===== config.mk =====
export PLATFORM = sky130hd
export DESIGN_NAME = ddr2_burst_ctrl
export DESIGN_NICKNAME = d
export VERILOG_FILES = /design/src/rtl/ddr2_burst_ctrl.sv
export SDC_FILE = /design/constraint.sdc
export NUM_CORES = 1
export LEC_CHECK = 0
export ABC_AREA = 1
export BUFFER_PORTS_ARGS = -buffer_cell sky130_fd_sc_hd__buf_2
export CAP_MARGIN = 10
export CELL_PAD_IN_SITES_DETAIL_PLACEMENT = 0
export CELL_PAD_IN_SITES_GLOBAL_PLACEMENT = 1
export CORE_ASPECT_RATIO = 1.25
export CORE_UTILIZATION = 43
export DETAILED_ROUTE_END_ITERATION = 16
export HOLD_SLACK_MARGIN = 0.06
export PLACE_DENSITY_LB_ADDON = 0.15
export SYNTH_ARGS = -nofsm -noshare
export SYNTH_HDL_FRONTEND = slang
export SYNTH_SLANG_ARGS = --single-unit

===== constraint.sdc =====
create_clock -name s_clk -period 8.4 [get_ports s_clk]
set_input_delay 0.84 -clock s_clk [delete_from_list [all_inputs] [get_ports s_clk]]
set_output_delay 0.84 -clock s_clk [all_outputs]
set_load 0.01 [all_outputs]

===== src/rtl/ddr2_burst_ctrl.sv =====
// ---------------------------------------------------------------------------
// ddr2_burst_ctrl
//
// Adapter between user/loopback logic and the MIG DDR2 user interface.
// A 64-bit write request becomes one write command plus two 32-bit
// write-data beats. A read request becomes one read command. The two
// 32-bit beats returned for each read are packed into a 64-bit word and
// stored in a small return FIFO. Reads are limited by a credit counter, so
// the FIFO always has room for every burst in flight. This matters because
// MIG read data cannot be stalled.
//
// Ports
//   s_clk, s_rst          clock, synchronous active-high reset
//   s_phy_init_done       MIG calibration complete; gates all acceptance
//   wr_valid/wr_ready     64-bit write request handshake (wr_addr, wr_data)
//   rd_req_valid/ready    read request handshake (rd_req_addr)
//   rd_valid/rd_ready     return FIFO output handshake (rd_data)
//   rd_credits            free read credits
//   err_unexpected_rd     sticky: a read beat arrived with nothing in flight
//   s_app_af_*            MIG command FIFO (afull in, wren/cmd/addr out)
//   s_app_wdf_*           MIG write-data FIFO (afull in, wren/data/mask out)
//   s_app_rd_data*        MIG read data beats
// ---------------------------------------------------------------------------
module ddr2_burst_ctrl #(
   parameter int ADDR_WIDTH = 31,
   parameter int RD_CREDITS = 4,
   parameter int CW         = $clog2(RD_CREDITS + 1)
) (
   input  logic                  s_clk,
   input  logic                  s_rst,
   input  logic                  s_phy_init_done,

   input  logic                  wr_valid,
   output logic                  wr_ready,
   input  logic [ADDR_WIDTH-1:0] wr_addr,
   input  logic [63:0]           wr_data,

   input  logic                  rd_req_valid,
   output logic                  rd_req_ready,
   input  logic [ADDR_WIDTH-1:0] rd_req_addr,

   output logic                  rd_valid,
   input  logic                  rd_ready,
   output logic [63:0]           rd_data,
   output logic [CW-1:0]         rd_credits,
   output logic                  err_unexpected_rd,

   input  logic                  s_app_af_afull,
   input  logic                  s_app_wdf_afull,
   output logic                  s_app_af_wren,
   output logic [2:0]            s_app_af_cmd,
   output logic [ADDR_WIDTH-1:0] s_app_af_addr,
   output logic                  s_app_wdf_wren,
   output logic [31:0]           s_app_wdf_data,
   output logic [3:0]            s_app_wdf_mask_data,
   input  logic                  s_app_rd_data_valid,
   input  logic [31:0]           s_app_rd_data
);

   localparam int             PW       = $clog2(RD_CREDITS);
   localparam logic [CW-1:0]  CRED_MAX = CW'(RD_CREDITS);
   localparam logic [2:0]     CMD_WR   = 3'b000;
   localparam logic [2:0]     CMD_RD   = 3'b001;

   typedef enum logic {
      IDLE  = 1'b0,
      WR_HI = 1'b1
   } state_t;

   state_t                state_q,     state_d;
   logic                  last_wr_q,   last_wr_d;   // 1: last grant was a write
   logic                  af_wren_q,   af_wren_d;
   logic [2:0]            af_cmd_q,    af_cmd_d;
   logic [ADDR_WIDTH-1:0] af_addr_q,   af_addr_d;
   logic                  wdf_wren_q,  wdf_wren_d;
   logic [31:0]           wdf_data_q,  wdf_data_d;
   logic [31:0]           hi_data_q,   hi_data_d;   // high beat parked for WR_HI
   logic [CW-1:0]         credits_q,   credits_d;
   logic                  phase_q,     phase_d;     // 0: expecting low beat
   logic [31:0]           lo_beat_q,   lo_beat_d;
   logic                  err_q,       err_d;
   logic [PW-1:0]         wr_ptr_q,    wr_ptr_d;
   logic [PW-1:0]         rd_ptr_q,    rd_ptr_d;
   logic [CW-1:0]         count_q,     count_d;

   logic [63:0]           fifo_mem [RD_CREDITS];

   logic wr_ok;
   logic rd_ok;
   logic wr_acc;
   logic rd_acc;
   logic push;
   logic pop;
   logic none_outstanding;

   // Eligibility ignores the other requester. Arbitration then masks the
   // loser, so at most one ready is high in any cycle.
   assign wr_ok = !s_rst && (state_q == IDLE) && s_phy_init_done &&
                  !s_app_af_afull && !s_app_wdf_afull;
   assign rd_ok = !s_rst && (state_q == IDLE) && s_phy_init_done &&
                  !s_app_af_afull && (credits_q != '0);

   // Round-robin: when both are eligible and valid, the type not granted
   // last wins.
   assign wr_ready     = wr_ok && (!(rd_req_valid && rd_ok) || !last_wr_q);
   assign rd_req_ready = rd_ok && (!(wr_valid && wr_ok) || last_wr_q);

   assign wr_acc = wr_valid && wr_ready;
   assign rd_acc = rd_req_valid && rd_req_ready;

   assign rd_valid = !s_rst && (count_q != '0);
   assign rd_data  = fifo_mem[rd_ptr_q];
   assign pop      = rd_valid && rd_ready;

   // The full check only protects against a misbehaving MIG. Credits
   // already guarantee space for every legitimate burst.
   assign push = !s_rst && s_app_rd_data_valid && phase_q && (count_q != CRED_MAX);

   // Bursts in flight = RD_CREDITS - credits - count. Compare a widened sum
   // so that stray pushes (sum above RD_CREDITS) also count as none.
   assign none_outstanding =
      (({1'b0, credits_q} + {1'b0, count_q}) >= (CW + 1)'(RD_CREDITS));

   assign rd_credits          = credits_q;
   assign err_unexpected_rd   = err_q;
   assign s_app_af_wren       = af_wren_q;
   assign s_app_af_cmd        = af_cmd_q;
   assign s_app_af_addr       = af_addr_q;
   assign s_app_wdf_wren      = wdf_wren_q;
   assign s_app_wdf_data      = wdf_data_q;
   assign s_app_wdf_mask_data = 4'b0000;

   always_comb begin
      state_d    = state_q;
      last_wr_d  = last_wr_q;
      af_wren_d  = 1'b0;
      af_cmd_d   = af_cmd_q;
      af_addr_d  = af_addr_q;
      wdf_wren_d = 1'b0;
      wdf_data_d = wdf_data_q;
      hi_data_d  = hi_data_q;

      case (state_q)
         IDLE: begin
            if (wr_acc) begin
               af_wren_d  = 1'b1;
               af_cmd_d   = CMD_WR;
               af_addr_d  = wr_addr;
               wdf_wren_d = 1'b1;
               wdf_data_d = wr_data[31:0];
               hi_data_d  = wr_data[63:32];
               last_wr_d  = 1'b1;
               state_d    = WR_HI;
            end else if (rd_acc) begin
               af_wren_d  = 1'b1;
               af_cmd_d   = CMD_RD;
               af_addr_d  = rd_req_addr;
               last_wr_d  = 1'b0;
            end
         end
         WR_HI: begin
            // The high beat is always sent, whatever afull or init_done do.
            wdf_wren_d = 1'b1;
            wdf_data_d = hi_data_q;
            state_d    = IDLE;
         end
         default: state_d = IDLE;
      endcase

      phase_d   = phase_q;
      lo_beat_d = lo_beat_q;
      if (s_app_rd_data_valid) begin
         phase_d = !phase_q;
         if (!phase_q) begin
            lo_beat_d = s_app_rd_data;
         end
      end

      err_d = err_q | (s_app_rd_data_valid && none_outstanding);

      wr_ptr_d = wr_ptr_q + PW'(push);
      rd_ptr_d = rd_ptr_q + PW'(pop);
      count_d  = count_q + CW'(push) - CW'(pop);

      // Pop refunds a credit, but never past the maximum.
      credits_d = credits_q - CW'(rd_acc) + CW'(pop && (credits_q != CRED_MAX));
   end

   always_ff @(posedge s_clk) begin
      if (s_rst) begin
         state_q    <= IDLE;
         last_wr_q  <= 1'b0;
         af_wren_q  <= 1'b0;
         af_cmd_q   <= 3'b000;
         af_addr_q  <= '0;
         wdf_wren_q <= 1'b0;
         wdf_data_q <= '0;
         hi_data_q  <= '0;
         credits_q  <= CRED_MAX;
         phase_q    <= 1'b0;
         lo_beat_q  <= '0;
         err_q      <= 1'b0;
         wr_ptr_q   <= '0;
         rd_ptr_q   <= '0;
         count_q    <= '0;
      end else begin
         state_q    <= state_d;
         last_wr_q  <= last_wr_d;
         af_wren_q  <= af_wren_d;
         af_cmd_q   <= af_cmd_d;
         af_addr_q  <= af_addr_d;
         wdf_wren_q <= wdf_wren_d;
         wdf_data_q <= wdf_data_d;
         hi_data_q  <= hi_data_d;
         credits_q  <= credits_d;
         phase_q    <= phase_d;
         lo_beat_q  <= lo_beat_d;
         err_q      <= err_d;
         wr_ptr_q   <= wr_ptr_d;
         rd_ptr_q   <= rd_ptr_d;
         count_q    <= count_d;
      end
      if (push) begin
         fifo_mem[wr_ptr_q] <= {s_app_rd_data, lo_beat_q};
      end
   end

endmodule


# Word level (Yosys, flattened, before mapping)

Memories as Yosys holds them, arrays and structs flattened. A register that Yosys moved wholly into a read port is not among the register bits.
Index checks and enable logic that the tools add are counted.
Widths: inputs -> output; s select.

Bits in registers: 146
Bits in writable memories: 256
Input port bits: 167
Output and inout port bits: 143
Word-level logic and storage cells: 80
Memories: 1

Memory list:

| name     | words | width | read ports | clocked after Yosys merged registers in | wr ports | RTL line | RTL |
|---|---|---|---|---|---|---|---|
| fifo_mem | 4     | 64    | 1          | 1                                       | 1        | 86       | `logic [63:0] fifo_mem [RD_CREDITS];` |

Add/sub/neg operators: 7
Magnitude comparators: 1
Eq/ne operators: 3
Multiplexer cells: 16
Bitwise logic cells: 3
Reductions and logical operators: 34

Operators with widths:

| operator           | count |
|---|---|
| $pmux 32 s2        | 1 |
| $mux 31            | 2 |
| $mux 32            | 1 |
| $logic_and 1x1->1  | 18 |
| $logic_not 1->1    | 7 |
| $mux 1             | 7 |
| $add 3x1->3        | 2 |
| $mux 3             | 2 |
| $ne 3x3->1 const B | 2 |
| $reduce_and 2->1   | 3 |
| $reduce_bool 3->1  | 2 |
| $sub 3x1->3        | 2 |
| $add 2x1->2        | 2 |
| $add 3x3->4        | 1 |
| $ge 4x3->1 const B | 1 |
| $pmux 1 s2         | 2 |
| $logic_or 1x1->1   | 2 |
| $mux 2             | 1 |
| $ne 2x2->1 const B | 1 |
| $not 1->1          | 2 |
| $reduce_bool 2->1  | 1 |
| $reduce_or 2->1    | 1 |
| $or 1x1->1         | 1 |

# Longest topological paths before layout

Gate-level depths: netlist of the first run.

Depth in word-level cells: 12
Gate-level depth with buffers: 14

# Worst setup path before layout of the first run

OpenSTA, ideal clock, no wires.

Kind: input to register
From: input s_rst
To: memory fifo_mem[0][0] (enable)
Setup time: 0.565 ns
Arrival time: 5.888 ns
Required time: 7.835 ns
Slack: 1.946 ns
Stages: 5
Path through: clkbuf_1 > inv_1 > buf_2 > nand4_1 > nor3_1

Word-level cells in the longest chain between the ends: 6

Ends and longest elaborated chain:

| element                        | RTL line | RTL |
|---|---|---|
| from (decl)                    | 30       | `input logic s_rst,` |
| $logic_not 1->1                | 117      | `assign push = !s_rst && s_app_rd_data_valid && phase_q && (count_q != CRED_MAX);` |
| $logic_and 1x1->1 (3 in a row) | 117      |  |
| $mux 1                         | 223      | `if (push) begin` |
| $mux 1 (implied by the code)   | 224      | `fifo_mem[wr_ptr_q] <= {s_app_rd_data, lo_beat_q};` |
| to (decl)                      | 86       |  |

No other way between the ends.

==> flow_summary.yaml, run 1 <==
global_routing:
  grt_overflow: 0
  grt_pass1_wl_um: 62800
  grt_pass1_vias: 11200
  grt_start_max_net_pins: 113
  grt_usage_pct: 21.6
  antenna_found_initial: 6
critical_path:
  worstPathMaxFanout: 112
  cp.depth: 5
  critPathBufInv: 3
  slowest_stage: "buf_4"
  reg2reg_from: "rd_credits[1]"
  worstSetupStartpointType: "register"
  critPathArrivalTime_ps: 2850
  reg2reg_slack_ps: 5160
  ff2ff_path_depth: 9
  crit_path_end_kind: "primary output"
  endpoint: "rd_data[21]"
  regToRegEndpoint: "s_app_af_addr[12]"
  crit_path_start: "rd_ptr_q[0]"
  required_ps: 7560
  path_cells: "clkinv_2 > buf_4 > o21ai_0 > o22ai_1 > buf_2"
  path_class: "register to primary output"
  crit_family: "buffers and inverters"
  cpPeakStageDelay_ps: 880
sta:
  rsz0062_at_grt: "false"
  fin_setup_tns_ps: 0
  tightestPinTransition_ps: 1170
  final_max_slew_viol_count: 0
  setup_ws_ps: 4710
  slew-limit-headroom_pct: 22.0
  finalHoldViolations: 0
  final.setup_skew_ps: 20.9
  fin_crit_sh_pct: 44.0
  max_clock_freq_ghz: 0.271
  setup_violations: 0
  min_period_ps: 3690
synth:
  synth_cell_types: 33
  synth_top_family_by_area: "simple AND/OR/NAND/NOR gates"
  postSynth.asyncResetShare_pct: 0
  ys_seq_elements: 400
  ys_seq_area_share_pct: 67.4
  synth-edff-count: 256
  syn_avg_cell_area_um2: 10.4
  yosysTopAreaCellShare_pct: 49.0
  synth_top_cell_by_area: "edfxtp_1"
  yosys.area_share.simple_pct: 15.8
  synthCells: 1502
  synth_xor_area_share_pct: 0.279
  synth_area_leaders: "edfxtp_1 (49%), dfxtp_1 (18%), o21ai_0 (7.1%)"
  synth_compound_area_share_pct: 10.9
  netlist_area_um2: 15700
  synthFlopType: "edfxtp_1"
  yosys_warnings: 0
  synthMuxAreaShare_pct: 0
  synthAdderAreaFrac_pct: 0.894
place:
  place_hpwl_um: 24600
  gp_congestion: 0.761
  place_area_um2: 17500
  port_buffers: 303
  dp_slack_ps: 4360
cts:
  cts_hold_buf: 0
  cts_made_buffers: 41
  cts_setup_buffers: 0
  cts.sinks: 400
  insertion_delay_ps: 550
  clkTransAtPathRegs_ps: 60
  cts_resized: 0
  cts_tree: "built"
  max-clock-path-buffers: 3
  root_buffer: "clkbuf_16"
  cts_max_level: 2
finish:
  finish.instance_area_um2: 18800
  fin_nets: 1935
  final_cell_mix: "buf_2 (303), nor2_1 (269), edfxtp_1 (256), o21ai_0 (224), nand2_1 (204)"
  final_common_cell: "buf_2"
  final_util_pct: 52.7
  drive_above_1_share_pct: 21.8
  syn_to_final_growth_pct: 19.8
outcome:
  status: "completed"
routing:
  wl_per_cell_um: 17.9
  via_per_inst: 5.10
  route.vias.total: 11600
  drc: 0
  dr.first_iter.drc_count: 590
  ant_nets: 0
  drt-total-wl_um: 40600
  firstDrtPassIters: 4
power:
  p_leak_nw: 7.51
  power_w: 0.00445
  powerDensity_nw_per_um2: 237
  ir_drop_mv: 0.128
worst_hold_path:
  hold_class: "register to register"
  holdPathStages: 2
die:
  start_util_pct: 44.0
  core_area_um2: 35600
  pin_count: 310
  die_area_um2: 37200
  row_count: 77
  die_h_um: 216
  dieWidth_um: 173
run:
  maxCapViolations: 0
cell usage after synthesis (all sizes together), types with 2 or more instances:
cell type  count
o21ai        224
buf           45
dfxtp        144
nand3         37
nand4         33
inv           65
o22ai         64
clkbuf        65
nor2         271
a21oi         36
edfxtp       256
nand3b        31
nand2        205
fa             2
ha             8
xnor2          4
nor3           5
worst min path at each step:
stage / from / to / slack (ps)
floorplan: hi_data_q[10] / hi_data_q[10] / 440
global placement: s_app_af_cmd[0] / s_app_af_cmd[0] / 440
detailed placement: s_app_af_cmd[0] / s_app_af_cmd[0] / 440
CTS: s_app_af_cmd[0] / s_app_af_cmd[0] / 460
global route: hi_data_q[26] / hi_data_q[26] / 500
finish: s_app_af_cmd[0] / s_app_af_cmd[0] / 460
per-layer routing:
layer | part of all wire, % | global-route usage (%) | routed length, µm | vias up
met5 | 0.084 | 0 | 34 | -
met4 | 2.1 | 5.78 | 855 | 6
met3 | 6.3 | 5.25 | 2570 | 59
met2 | 51 | 39.0 | 20800 | 299
met1 | 40 | 25.6 | 16400 | 5492
li1 | - | - | - | 5701
tightest hold or removal path, stage by stage (launching register included):
cell and delay [ps]:
dfxtp_1 310, inv_1 50, a21oi_1 50
cell families after synthesis:
kind of cell    count (synthesis)
other cells                     1
simple gates                  585
buf+inv                       176
fa+ha+maj                      10
flops                         400
xor+xnor                        5
compound gates                325
state kept, by name, summed over array words and instances, names as in the netlist, 2 cells and up:
register and cells:
hi_data_q 32, lo_beat_q 32, s_app_af_addr 31, rd_credits 3, count_q 3, s_app_wdf_data 32
fifo_mem 256, wr_ptr_q 2, rd_ptr_q 2
through the flow:
stage	hold slack [ps]	std cells
after floorplan	443	1507
after global placement	441	2189
after detailed placement	443	2189
after CTS	459	2264
after global routing	496	2264
final	461	2266
layout make-up:
cell class / instances / area, µm²
clock inverter: 16 / 189
antenna: 2 / 5.00
inverter: 66 / 249
fill: 3295 / 16900
multi-input combinational: 931 / 4420
clock buffer: 59 / 1130
tap: 474 / 593
sequential: 400 / 10600
timing repair buffer: 318 / 1630
power breakdown:
part / switching (W) / leakage, nW / internal [W]
clock: 0.000733 / 0.643 / 0.00106
sequential: 0.0000398 / 3.50 / 0.00214
combinational: 0.000300 / 3.37 / 0.000165
total: 0.00107 / 7.51 / 0.00337
Note: power is estimated with default switching activity, not from simulation.
==> run 2, diff against run 1 <==
clock period = 3.8 ns   (was 8.4 ns; I/O delays follow)
==> flow_summary.yaml, run 2 (synthesized netlist as in run 1, its figures left out) <==
cts:
  cts_made_buffers: 42
  max-clock-path-buffers: 3
  cts.sinks: 400
  cts_max_level: 2
  cts_setup_buffers: 0
  clkTransAtPathRegs_ps: 60
  cts_tree: "built"
  root_buffer: "clkbuf_16"
  insertion_delay_ps: 540
global_routing:
  grt_pass1_vias: 11600
  grt_start_max_net_pins: 83
  antenna_found_initial: 4
  grt_overflow: 0
  grt_pass1_wl_um: 65000
  grt_usage_pct: 22.2
routing:
  firstDrtPassIters: 5
  drt-total-wl_um: 41700
  via_per_inst: 5.11
  dr.first_iter.drc_count: 685
  route.vias.total: 11800
  drc: 0
  ant_nets: 0
  wl_per_cell_um: 18.1
finish:
  instances_no_fill: 2310
  drive_above_1_share_pct: 22.5
  fill_cells: 3256
  syn_to_final_growth_pct: 24.1
  regArea_um2: 10600
  finish.instance_area_um2: 19500
  largest-register: "fifo_mem"
  final_cell_mix: "buf_2 (303), nor2_1 (269), edfxtp_1 (256), o21ai_0 (224), nand2_1 (204)"
  final_util_pct: 54.6
  fin_nets: 1979
  multi_input_area_um2: 4450
  final_common_cell: "buf_2"
  largest_reg_flops: 256
critical_path:
  slowest_stage: "buf_4"
  worstSetupStartpointType: "register"
  critPathArrivalTime_ps: 2360
  required_ps: 3420
  crit_family: "buffers and inverters"
  reg2reg_from: "count_q[1]"
  ff2ff_path_depth: 9
  crit_path_end_kind: "primary output"
  worstPathMaxFanout: 34
  reg2reg_slack_ps: 1410
  path_cells: "inv_2 > buf_4 > o21ai_0 > o22ai_1 > buf_2"
  critPathBufInv: 3
  path_class: "register to primary output"
  cpPeakStageDelay_ps: 480
  regToRegEndpoint: "count_q[2]"
die:
  core_area_um2: 35600
  pin_count: 310
  die_area_um2: 37200
  start_util_pct: 44.0
  row_count: 77
  die_h_um: 216
  dieWidth_um: 173
sta:
  max_clock_freq_ghz: 0.365
  tightestPinTransition_ps: 837
  finalHoldViolations: 0
  setup_violations: 0
  final.setup_skew_ps: 12.4
  fin_crit_sh_pct: 72.1
  slew-limit-headroom_pct: 44.1
  final_max_slew_viol_count: 0
  rsz0062_at_grt: "false"
  min_period_ps: 2740
power:
  pwr-share-comb_pct: 10.5
  pwr-share-seq_pct: 47.3
  powerDensity_nw_per_um2: 525
  internal-power_w: 0.00777
  p_switching_w: 0.00245
  power.share.clock_pct: 42.1
  power_w: 0.0102
  ir_drop_mv: 0.323
  swShare_pct: 24.0
  p_leak_nw: 7.80
place:
  dp.cells: 2199
  place_area_um2: 17700
  gp_congestion: 0.770
  port_buffers: 303
  place_hpwl_um: 25600
worst_hold_path:
  holdPathStages: 1
  min_to: "fifo_mem[1][61]"
  hold_start: "s_app_rd_data[29]"
  hold_class: "input pin to register"
outcome:
  status: "completed"
run:
  maxCapViolations: 0
-- run 2: metrics by stage --
| step | setup slack, ps | hold slack [ps] | setup TNS [ps] |
|---|---|---|---|
| final | 1060 | 77.2 | 0 |
| after global routing | 928 | 70.1 | 0 |
| after CTS | 985 | 60.4 | 0 |
| after floorplan | -288 | 443 | -73840 |
| after detailed placement | 1210 | 443 | 0 |
| after global placement | 1200 | 441 | 0 |
-- run 2: worst max path at each step --
stage | from | slack, ps | cells after the start | endpoint
2_1_floorplan | s_rst | -290 | 5 | fifo_mem[2][0]
4_1_cts | rd_ptr_q[0] | 980 | 4 | rd_data[22]
6_report | rd_ptr_q[1] | 1060 | 5 | rd_data[6]
3_5_place_dp | wr_valid | 1210 | 13 | rd_credits[2]
3_3_place_gp | wr_valid | 1200 | 13 | rd_credits[2]
5_1_grt | rd_ptr_q[1] | 930 | 5 | rd_data[6]
-- run 2: final cells by class --
class | count | area share (%)
Antenna cell | 1 | 0.0129
Sequential cell | 400 | 54.3
Tap cell | 474 | 3.05
Multi-Input combinational cell | 931 | 22.8
Inverter | 66 | 1.28
Clock buffer | 61 | 6.40
Clock inverter | 16 | 1.17
Timing Repair Buffer | 361 | 10.9
-- run 2: power groups by stage --
stage / logic, W / clock network (W) / registers (W)
floorplan: 0.000611 / 0 / 0.00490
CTS: 0.00110 / 0.00438 / 0.00484
global placement: 0.00105 / 0 / 0.00493
detailed placement: 0.00107 / 0 / 0.00493
finish: 0.00108 / 0.00430 / 0.00484
global route: 0.00119 / 0.00455 / 0.00485
-- run 2: layer usage --
| layer | part of all wire [%] | track usage (%) | routed length, µm |
|---|---|---|---|
| met4 | 2.4 | 6.61 | 996 |
| met5 | 0.084 | 0 | 35 |
| met1 | 39 | 25.6 | 16500 |
| met3 | 6.6 | 5.67 | 2740 |
| met2 | 51 | 40.3 | 21500 |
-- run 2: repair_timing --
action                                 CTS  global route
endpoints found under the hold margin   34             0
gates resized for setup                  0             0
hold buffers                            33             0
==> run 3, diff against run 2 <==
clock period = 2.75 ns   (was 3.8 ns; I/O delays follow)
==> flow_summary.yaml, run 3 (synthesized netlist as in run 1, its figures left out) <==
critical_path:
  slowest_stage: "buf_4"
  critPathBufInv: 3
  critPathArrivalTime_ps: 2130
  cpPeakStageDelay_ps: 410
  path_cells: "clkinv_2 > buf_4 > o21ai_0 > o22ai_1 > buf_2"
  regToRegEndpoint: "rd_credits[2]"
  ff2ff_path_depth: 11
  required_ps: 2480
  worstSetupStartpointType: "register"
  reg2reg_slack_ps: 480
  crit_family: "buffers and inverters"
  path_class: "register to primary output"
  crit_path_end_kind: "primary output"
  reg2reg_from: "count_q[1]"
  worstPathMaxFanout: 34
cts:
  cts.sinks: 400
  root_buffer: "clkbuf_16"
  clkTransAtPathRegs_ps: 60
  insertion_delay_ps: 540
  max-clock-path-buffers: 3
  cts_tree: "built"
  cts_max_level: 2
  cts_made_buffers: 41
place:
  gp_congestion: 0.765
  place_hpwl_um: 25400
  port_buffers: 303
sta:
  tightestPinTransition_ps: 758
  final_max_slew_viol_count: 0
  max_clock_freq_ghz: 0.416
  finalHoldViolations: 0
  slew-limit-headroom_pct: 49.5
  fin_crit_sh_pct: 87.3
  final.setup_skew_ps: 18.1
  setup_violations: 0
  rsz0062_at_grt: "false"
  whs_ps: 91.5
  min_period_ps: 2400
global_routing:
  grt_usage_pct: 22.4
  grt_overflow: 0
  grt_pass1_wl_um: 65300
  antenna_found_initial: 7
  grt_start_max_net_pins: 130
  grt_pass1_vias: 11800
worst_hold_path:
  hold_start: "rd_req_addr[0]"
  holdPathStages: 5
  min_to: "s_app_af_addr[0]"
  hold_class: "input pin to register"
finish:
  final_common_cell: "buf_2"
  final_cell_mix: "buf_2 (303), nor2_1 (269), edfxtp_1 (256), o21ai_0 (224), nand2_1 (204)"
  largest-register: "fifo_mem"
  regArea_um2: 10600
  syn_to_final_growth_pct: 27.3
  multi_input_area_um2: 4450
  final_util_pct: 56.0
  drive_above_1_share_pct: 21.6
  fin_nets: 2046
  fill_cells: 3184
  largest_reg_flops: 256
routing:
  firstDrtPassIters: 5
  drc: 0
  via_per_inst: 5.04
  ant_nets: 0
  route.vias.total: 12000
  wl_per_cell_um: 17.6
  dr.first_iter.drc_count: 592
  drt-total-wl_um: 42000
run:
  maxCapViolations: 0
outcome:
  status: "completed"
power:
  p_leak_nw: 8.02
  ir_drop_mv: 0.355
  powerDensity_nw_per_um2: 680
die:
  core_area_um2: 35600
  die_area_um2: 37200
  row_count: 77
  pin_count: 310
  dieWidth_um: 173
  die_h_um: 216
  start_util_pct: 44.0
-- run 3: where the power goes --
group          leakage, nW  internal [W]  switching (W)
sequential            3.50       0.00655      0.0000959
combinational         3.89      0.000622       0.000988
clock                0.637       0.00312        0.00220
total                 8.02        0.0103        0.00328
-- run 3: through the flow --
stage / setup TNS, ps / cells / area, µm² / power, W / worst slack (ps)
finish: 0 / 2378 / 20000 / 0.0136 / 348
detailed placement: 0 / 2208 / 17700 / 0.00830 / 471
floorplan: -76500 / 1507 / 15800 / 0.00762 / -320
global route: 0 / 2376 / 20000 / 0.0141 / 156
CTS: 0 / 2375 / 20000 / 0.0137 / 297
global placement: 0 / 2208 / 17700 / 0.00827 / 515
-- run 3: area by class of cell --
class / count / share of cell area, %
tap: 474 / 2.97
clock inverter: 7 / 0.182
inverter: 66 / 1.27
timing repair buffer: 429 / 14.0
antenna: 3 / 0.0376
multi-input combinational: 931 / 22.3
clock buffer: 68 / 6.31
sequential: 400 / 53.0
-- run 3: worst register-to-register path, delay by kind of cell (launching register included) --
family	cells	cell delay (ps)
simple gates	4	630
fa+ha+maj	3	800
flops	1	370
buf+inv	3	210
compound gates	1	200
-- run 3: per-layer routing --
metal / wire [µm] / global-route usage (%)
met1: 16800 / 25.6
met2: 21100 / 40.2
met3: 2750 / 5.99
met4: 1240 / 7.55
met5: 39 / 0
-- run 3: timing repair --
item                                   in CTS  in global routing
hold buffers                               92                  0
resized for setup                           0                  0
buffers inserted                            0                  0
endpoints found under the hold margin     204                  0
-- run 3: worst max path at each step --
stage	startpoint	cells past startpoint	slack (ps)	to
CTS	rd_ptr_q[0]	5	300	rd_data[22]
global placement	count_q[1]	11	520	rd_credits[2]
floorplan	s_rst	5	-320	fifo_mem[0][0]
detailed placement	count_q[1]	11	470	rd_credits[2]
global route	rd_ptr_q[0]	5	160	rd_data[15]
finish	rd_ptr_q[0]	5	350	rd_data[4]
